**config.mk**
```make
export PLATFORM = sky130hd
export DESIGN_NAME = ltl_monitor_sequencer
export DESIGN_NICKNAME = d
export VERILOG_FILES = /design/src/rtl/ltl_monitor_sequencer.sv
export SDC_FILE = /design/constraint.sdc
export NUM_CORES = 1
export LEC_CHECK = 0
export CAP_MARGIN = 20
export CORE_ASPECT_RATIO = 0.7
export CORE_MARGIN = 2
export CORE_UTILIZATION = 67
export DETAILED_ROUTE_END_ITERATION = 10
export DONT_BUFFER_PORTS = 1
export GPL_ROUTABILITY_DRIVEN = 0
export PLACE_DENSITY = 0.83
export SLEW_MARGIN = 15
export SYNTH_ARGS = -nofsm -noshare
export SYNTH_HDL_FRONTEND = slang
export SYNTH_SLANG_ARGS = --single-unit
```
**constraint.sdc**
```tcl
create_clock -name clk -period 7 [get_ports clk]
set_input_delay 1.4 -clock clk [delete_from_list [all_inputs] [get_ports clk]]
set_output_delay 1.4 -clock clk [all_outputs]
set_load 0.03 [all_outputs]
```
**src/rtl/ltl_monitor_sequencer.sv**
```systemverilog
// Feeds one LTL automata cluster from a buffered trace-event stream: frames each trace
// with an automaton reset, gates run on symbol availability and reports per-trace results.
module ltl_monitor_sequencer #(
  parameter int FIFO_DEPTH  = 8,
  parameter int NUM_REPORTS = 4,
  parameter int CNT_W       = 16
) (
  input  logic                   clk,
  input  logic                   reset,
  input  logic                   s_valid,
  output logic                   s_ready,
  input  logic [7:0]             s_symbol,
  input  logic                   s_last,
  input  logic                   abort,
  output logic                   auto_reset,
  output logic                   auto_run,
  output logic [7:0]             auto_symbols,
  input  logic [NUM_REPORTS-1:0] auto_report,
  output logic                   res_valid,
  input  logic                   res_ready,
  output logic [NUM_REPORTS-1:0] res_reports,
  output logic [CNT_W-1:0]       res_count,
  output logic [CNT_W-1:0]       res_first_idx,
  output logic                   busy
);

  localparam int AW = $clog2(FIFO_DEPTH);

  typedef enum logic [2:0] {ST_IDLE, ST_ARM, ST_STREAM, ST_DRAIN, ST_DONE} state_t;

  state_t                 r_state;
  logic [8:0]             r_mem [FIFO_DEPTH];
  logic [AW-1:0]          r_wr_ptr;
  logic [AW-1:0]          r_rd_ptr;
  logic [AW:0]            r_fill;
  logic                   r_auto_reset;
  logic                   r_res_valid;
  logic                   r_busy;
  logic                   r_run_d;
  logic [CNT_W-1:0]       r_idx_d;
  logic [CNT_W-1:0]       r_res_count;
  logic [CNT_W-1:0]       r_res_first_idx;
  logic [NUM_REPORTS-1:0] r_res_reports;

  logic                   w_empty;
  logic                   w_full;
  logic                   w_push;
  logic                   w_pop;
  logic                   w_flush;
  logic [8:0]             w_head;

  assign w_empty = (r_fill == '0);
  assign w_full  = (r_fill == (AW + 1)'(FIFO_DEPTH));
  assign w_head  = r_mem[r_rd_ptr];
  assign w_flush = abort && (r_state inside {ST_ARM, ST_STREAM, ST_DRAIN});
  assign w_push  = s_valid && !w_full;
  assign w_pop   = (r_state == ST_STREAM) && !w_empty;

  assign s_ready       = !w_full;
  assign auto_run      = w_pop;
  assign auto_symbols  = w_pop ? w_head[7:0] : 8'h00;
  assign auto_reset    = r_auto_reset;
  assign res_valid     = r_res_valid;
  assign res_reports   = r_res_reports;
  assign res_count     = r_res_count;
  assign res_first_idx = r_res_first_idx;
  assign busy          = r_busy;

  // NOTE: storage is deliberately not reset; the pointers alone define which entries are valid.
  always_ff @(posedge clk) begin
    if (w_push) r_mem[r_wr_ptr] <= {s_last, s_symbol};
  end

  // A flush wins over a same-cycle push, so that push is dropped.
  always_ff @(posedge clk) begin
    if (reset || w_flush) begin
      r_wr_ptr <= '0;
      r_rd_ptr <= '0;
      r_fill   <= '0;
    end else begin
      if (w_push) r_wr_ptr <= r_wr_ptr + 1'b1;
      if (w_pop)  r_rd_ptr <= r_rd_ptr + 1'b1;
      case ({w_push, w_pop})
        2'b10:   r_fill <= r_fill + 1'b1;
        2'b01:   r_fill <= r_fill - 1'b1;
        default: r_fill <= r_fill;
      endcase
    end
  end

  always_ff @(posedge clk) begin
    if (reset) begin
      r_state         <= ST_IDLE;
      r_auto_reset    <= 1'b1;
      r_res_valid     <= 1'b0;
      r_busy          <= 1'b0;
      r_run_d         <= 1'b0;
      r_idx_d         <= '0;
      r_res_reports   <= '0;
      r_res_count     <= '0;
      r_res_first_idx <= '1;
    end else begin
      // Report of the symbol run last cycle arrives now; idx_d is its pre-increment index.
      r_run_d <= w_pop && !w_flush;
      r_idx_d <= r_res_count;
      if (w_pop && (r_res_count != '1)) r_res_count <= r_res_count + 1'b1;
      if (r_run_d) begin
        r_res_reports <= r_res_reports | auto_report;
        if ((auto_report != '0) && (r_res_first_idx == '1)) r_res_first_idx <= r_idx_d;
      end

      // NOTE: later non-blocking assignments override earlier ones, so clears below take priority.
      case (r_state)
        ST_IDLE: begin
          if (!w_empty) begin
            r_state         <= ST_ARM;
            r_busy          <= 1'b1;
            r_res_reports   <= '0;
            r_res_count     <= '0;
            r_res_first_idx <= '1;
          end
        end
        ST_ARM: begin
          r_state      <= ST_STREAM;
          r_auto_reset <= 1'b0;
        end
        ST_STREAM: begin
          if (w_pop && w_head[8]) r_state <= ST_DRAIN;
        end
        ST_DRAIN: begin
          r_state     <= ST_DONE;
          r_res_valid <= 1'b1;
        end
        ST_DONE: begin
          if (res_ready) begin
            r_state      <= ST_IDLE;
            r_res_valid  <= 1'b0;
            r_busy       <= 1'b0;
            r_auto_reset <= 1'b1;
          end
        end
        default: r_state <= ST_IDLE;
      endcase

      if (w_flush) begin
        r_state         <= ST_IDLE;
        r_auto_reset    <= 1'b1;
        r_res_valid     <= 1'b0;
        r_busy          <= 1'b0;
        r_res_reports   <= '0;
        r_res_count     <= '0;
        r_res_first_idx <= '1;
      end
    end
  end

endmodule
```
---- After elaboration in Yosys (flattened, before gate mapping) ----
Memory sizes are Yosys's and may differ from the RTL's. A register that Yosys moved wholly into a read port is not among the register bits.
Cells that the tools add are included.
word-level totals
  register bits after elaboration ......... 69
  memory bits (writable) .................. 72
  output and inout bits ................... 49
  word-level logic and storage cells ...... 81
  memories ................................ 1
memories
  memory  depth  bits a word  rd ports  clocked after Yosys merged registers in  write ports  RTL line  RTL
  r_mem   8      9            1         1                                        1            32        logic [8:0] r_mem [FIFO_DEPTH];
operators by class
  add/subtract/negate cells ............... 5
  equality and inequality tests ........... 12
  mux-type cells .......................... 26
  bitwise logic cells ..................... 1
  reductions and logical operators ........ 24
operator list
  kind                   number
  $mux 16                7
  $add 16x1->16 const B  1
  $eq 16x16->1 const B   1
  $ne 16x16->1 const B   1
  $mux 3                 5
  $pmux 3 s5             1
  $mux 4                 3
  $mux 8                 1
  $pmux 4 s2             1
  $reduce_bool 2->1      4
  $logic_and 1x1->1      7
  $add 3x1->3 const B    2
  $eq 3x2->1 const B     2
  $pmux 1 s2             3
  $reduce_and 3->1       2
  $mux 1                 5
  $add 4x1->4 const B    1
  $eq 4x4->1 const B     1
  $logic_not 4->1        1
  $ne 2x2->1 const B     2
  $or 4x4->4             1
  $reduce_and 2->1       2
  $reduce_bool 4->1      1
  $sub 4x1->4 const B    1
  10 further kinds       12

---- Depth between registers and ports, before layout ----
  depth in word-level cells ............... 7
  depth in mapped cells ................... 13

---- Worst setup path after synthesis ----
OpenSTA, ideal clock, no wires.
  path type ............................... register to output
  start point ............................. register with a tool-made name
  end point ............................... output auto_symbols[5]
  data arrival time ....................... 1.676 ns
  required time ........................... 5.600 ns
  setup slack ............................. 3.924 ns
  cell stages (with the launch flop) ...... 6
  path buffers ............................ 2
  cells stage by stage .................... dfxtp_1 -> clkbuf_1 -> clkbuf_1 -> mux4_2 -> mux2i_1 -> nor2_1
RTL lines
  item           RTL line  RTL
  end, declared  17        output logic [7:0] auto_symbols,

==> qor.yml <==
wl_per_cell_um: 20.7
synth_ff_type: "sky130_fd_sc_hd__edfxtp_1"
netlist-cell-type-count: 59
core.rowCount: 28
route.vias.total: 3594
type_of_origin_of_the_critical_path: "register"
fin_setup_tns_ns: 0
via_count_of_the_first_global_routing_pass: 3323
die_h_um: 81.8
synth_area_mm2: 0.00580
grt_first_pass_wirelength_um: 17900
p_per_area_mw_per_mm2: 347
floorplan.initialDensity: 0.686
num-fill-cells: 482
synth_largest_type_area_fraction: 0.373
dieWidth_um: 115
count_of_flip_flops_with_a_built_in_enable_after_synthesis: 72
max_freq_mhz: 272
slew_viol_final: 0
finalNonFillerCells: 569
port_buffers: 0
die_area_mm2: 0.00942
cts_post_setup_buffers_inserted: 0
cts_htree_levels: 4
path_clk_slew_ns: 0.06
clock_tree.buffer_depth: 2
netlist_instances: 432
cellInternalPower_mw: 1.59
fin_crit_ns: 3.67
syn_avg_cell_area_um2: 13.4
cells_taking_the_most_area_after_synthesis: "sky130_fd_sc_hd__edfxtp_1, sky130_fd_sc_hd__dfxtp_1, sky130_fd_sc_hd__mux4_2"
dpl-instance-area_mm2: 0.00587
leakage_power_summed_over_all_cells_nw: 2.14
drt_iter0_markers: 430
clk-insertion-delay-late_ns: 0.40
boundaryPins: 67
power.sequential.fraction: 0.458
ys_ff_latch: 144
total_power_mw: 2.24
finalCritPeriodShare: 0.524
slew-limit-headroom: 0.304
grt_setup_unrepaired: "false"
grt_usage: 0.264
synthesis.yosys.warnings: 0
synth.top_cells.by_count: "sky130_fd_sc_hd__dfxtp_1, sky130_fd_sc_hd__edfxtp_1, sky130_fd_sc_hd__nor2_1, sky130_fd_sc_hd__a21oi_1, sky130_fd_sc_hd__nand3b_1"
final-hold-violation-count: 0
register_area_mm2: 0.00360
tritoncts.num_buffers: 17
hpwl_um: 7330
setup-violations-final: 0
worst-path-max-fanout: 12
clk_root_buffer_cell: "sky130_fd_sc_hd__clkbuf_16"
multi_input_area_mm2: 0.00206
clock_skew_ns: 0.00983
cts_hold_repair.buffers: 0
timing.max_cap.violations: 0
comb_power_share: 0.163
antenna_viol_nets_final: 0
final_area_mm2: 0.00645
clock_power_share: 0.379
route.final.wire_length_um: 11800
switchingPower_uw: 645
setup.reg_to_reg.worst_slack_ns: 3.94
synth_largest_area_cell: "sky130_fd_sc_hd__edfxtp_1"
tritoncts: "yes"
drt_first_pass_iters: 6
worstHoldPathType: "reg2reg"
layout-drive-gt1-share: 0.165
design.final.nets: 460
dp.cells: 536
diodes: 0
max_slew.worst_pin.slew_ns: 1.04
drt_drc_violations_left: 0
ir_worst_vdd_mv: 0.248
floorplan.core_area_mm2: 0.00844
antenna_found_initial: 0
cts_resized: 0
grt_max_degree: 33
syn2layout_area_growth_pct: 11.4
synth_sequential_area_ratio: 0.622
overflow: 0
critical_path.endpoint_type: "primary output"
synth.net_count: 456
criticalPathCategory: "reg2out"
postSynth.asyncResetShare: 0
status: "finished, final reports clean"
critical_path_arrival_ns: 2.27
detail_route.vias_per_cell: 6.32
cp.required_ns: 5.60
clock_sinks: 144
power.share.switching: 0.288
[flip-flops by register name, summed over array words and instances (netlist names), named ones only]
register / flops
auto_reset: 1
busy: 1
r_fill: 4
r_idx_d: 16
r_mem: 72
r_rd_ptr: 3
r_run_d: 1
r_state: 3
r_wr_ptr: 3
res_count: 16
res_first_idx: 16
res_reports: 4
res_valid: 1
[critical path, cell delays in order, from the launching register on]
cell and delay [ns]:
sky130_fd_sc_hd__dfxtp_1 0.61, sky130_fd_sc_hd__buf_4 0.35, sky130_fd_sc_hd__mux4_2 0.56, sky130_fd_sc_hd__mux2i_1 0.18
sky130_fd_sc_hd__nor2_1 0.17
[layout by cell type (no fill, tap or decap), types with 5 or more instances in the layout]
master and n:
sky130_fd_sc_hd__nor2b_1 15, sky130_fd_sc_hd__nand3b_1 21, sky130_fd_sc_hd__a21oi_1 22, sky130_fd_sc_hd__ha_1 6, sky130_fd_sc_hd__mux2i_1 15, sky130_fd_sc_hd__edfxtp_1 72
sky130_fd_sc_hd__a21o_1 16, sky130_fd_sc_hd__nor3_1 7, sky130_fd_sc_hd__clkbuf_16 19, sky130_fd_sc_hd__dfxtp_1 72, sky130_fd_sc_hd__nor4_1 5, sky130_fd_sc_hd__nand2b_1 5
sky130_fd_sc_hd__nand3_1 14, sky130_fd_sc_hd__nor2_1 30, sky130_fd_sc_hd__o21ai_0 6, sky130_fd_sc_hd__mux4_2 18, sky130_fd_sc_hd__nand2_1 15, sky130_fd_sc_hd__nand4_1 8
sky130_fd_sc_hd__xor2_1 6
[metrics by stage]
stage	util	hold WS [ns]	worst slack, ns
after CTS	0.764	0.507	3.25
after global routing	0.765	0.545	3.14
after floorplan	-	0.454	3.92
after detailed placement	0.695	0.478	3.73
final	0.765	0.508	3.33
after global placement	0.695	0.469	3.85
[power groups by stage]
stage | logic [mW] | clock network (mW) | registers, mW
2_1_floorplan | 0.337 | 0 | 1.01
3_3_place_gp | 0.342 | 0 | 1.04
3_5_place_dp | 0.359 | 0 | 1.04
4_1_cts | 0.365 | 0.858 | 1.03
5_1_grt | 0.399 | 0.898 | 1.04
6_report | 0.365 | 0.848 | 1.03
[path summary, 6_finish.rpt]
kind              startpoint              end  cells past startpoint
setup / recovery    register  auto_symbols[2]                      4
setup reg to reg   r_fill[0]        r_fill[2]                     10
hold reg to reg    r_fill[3]        r_fill[3]                      2
hold / removal     r_fill[3]        r_fill[3]                      2
[layout make-up]
cell class | count | area share
inverters | 5 | 0.00291
flip-flops and latches | 144 | 0.558
repair buffers | 6 | 0.00659
clock inverters | 10 | 0.0107
multi-input cells | 262 | 0.320
well taps | 120 | 0.0233
clock buffers | 22 | 0.0785
[logic make-up after synthesis]
kind of cell | synth area share
simple gates | 0.163
flops | 0.622
compound gates | 0.0697
mux | 0.0959
buf+inv | 0.0248
xor+xnor | 0.0121
fa+ha+maj | 0.0130
[metal layers]
layer	up-vias	track usage	routed length (µm)
met5	-	0	0
met4	0	0.118	242
met3	20	0.0716	831
met2	166	0.402	5510
met1	1753	0.363	5180
li1	1655	-	-
No activity file was read; power rests on OpenSTA's default activity.
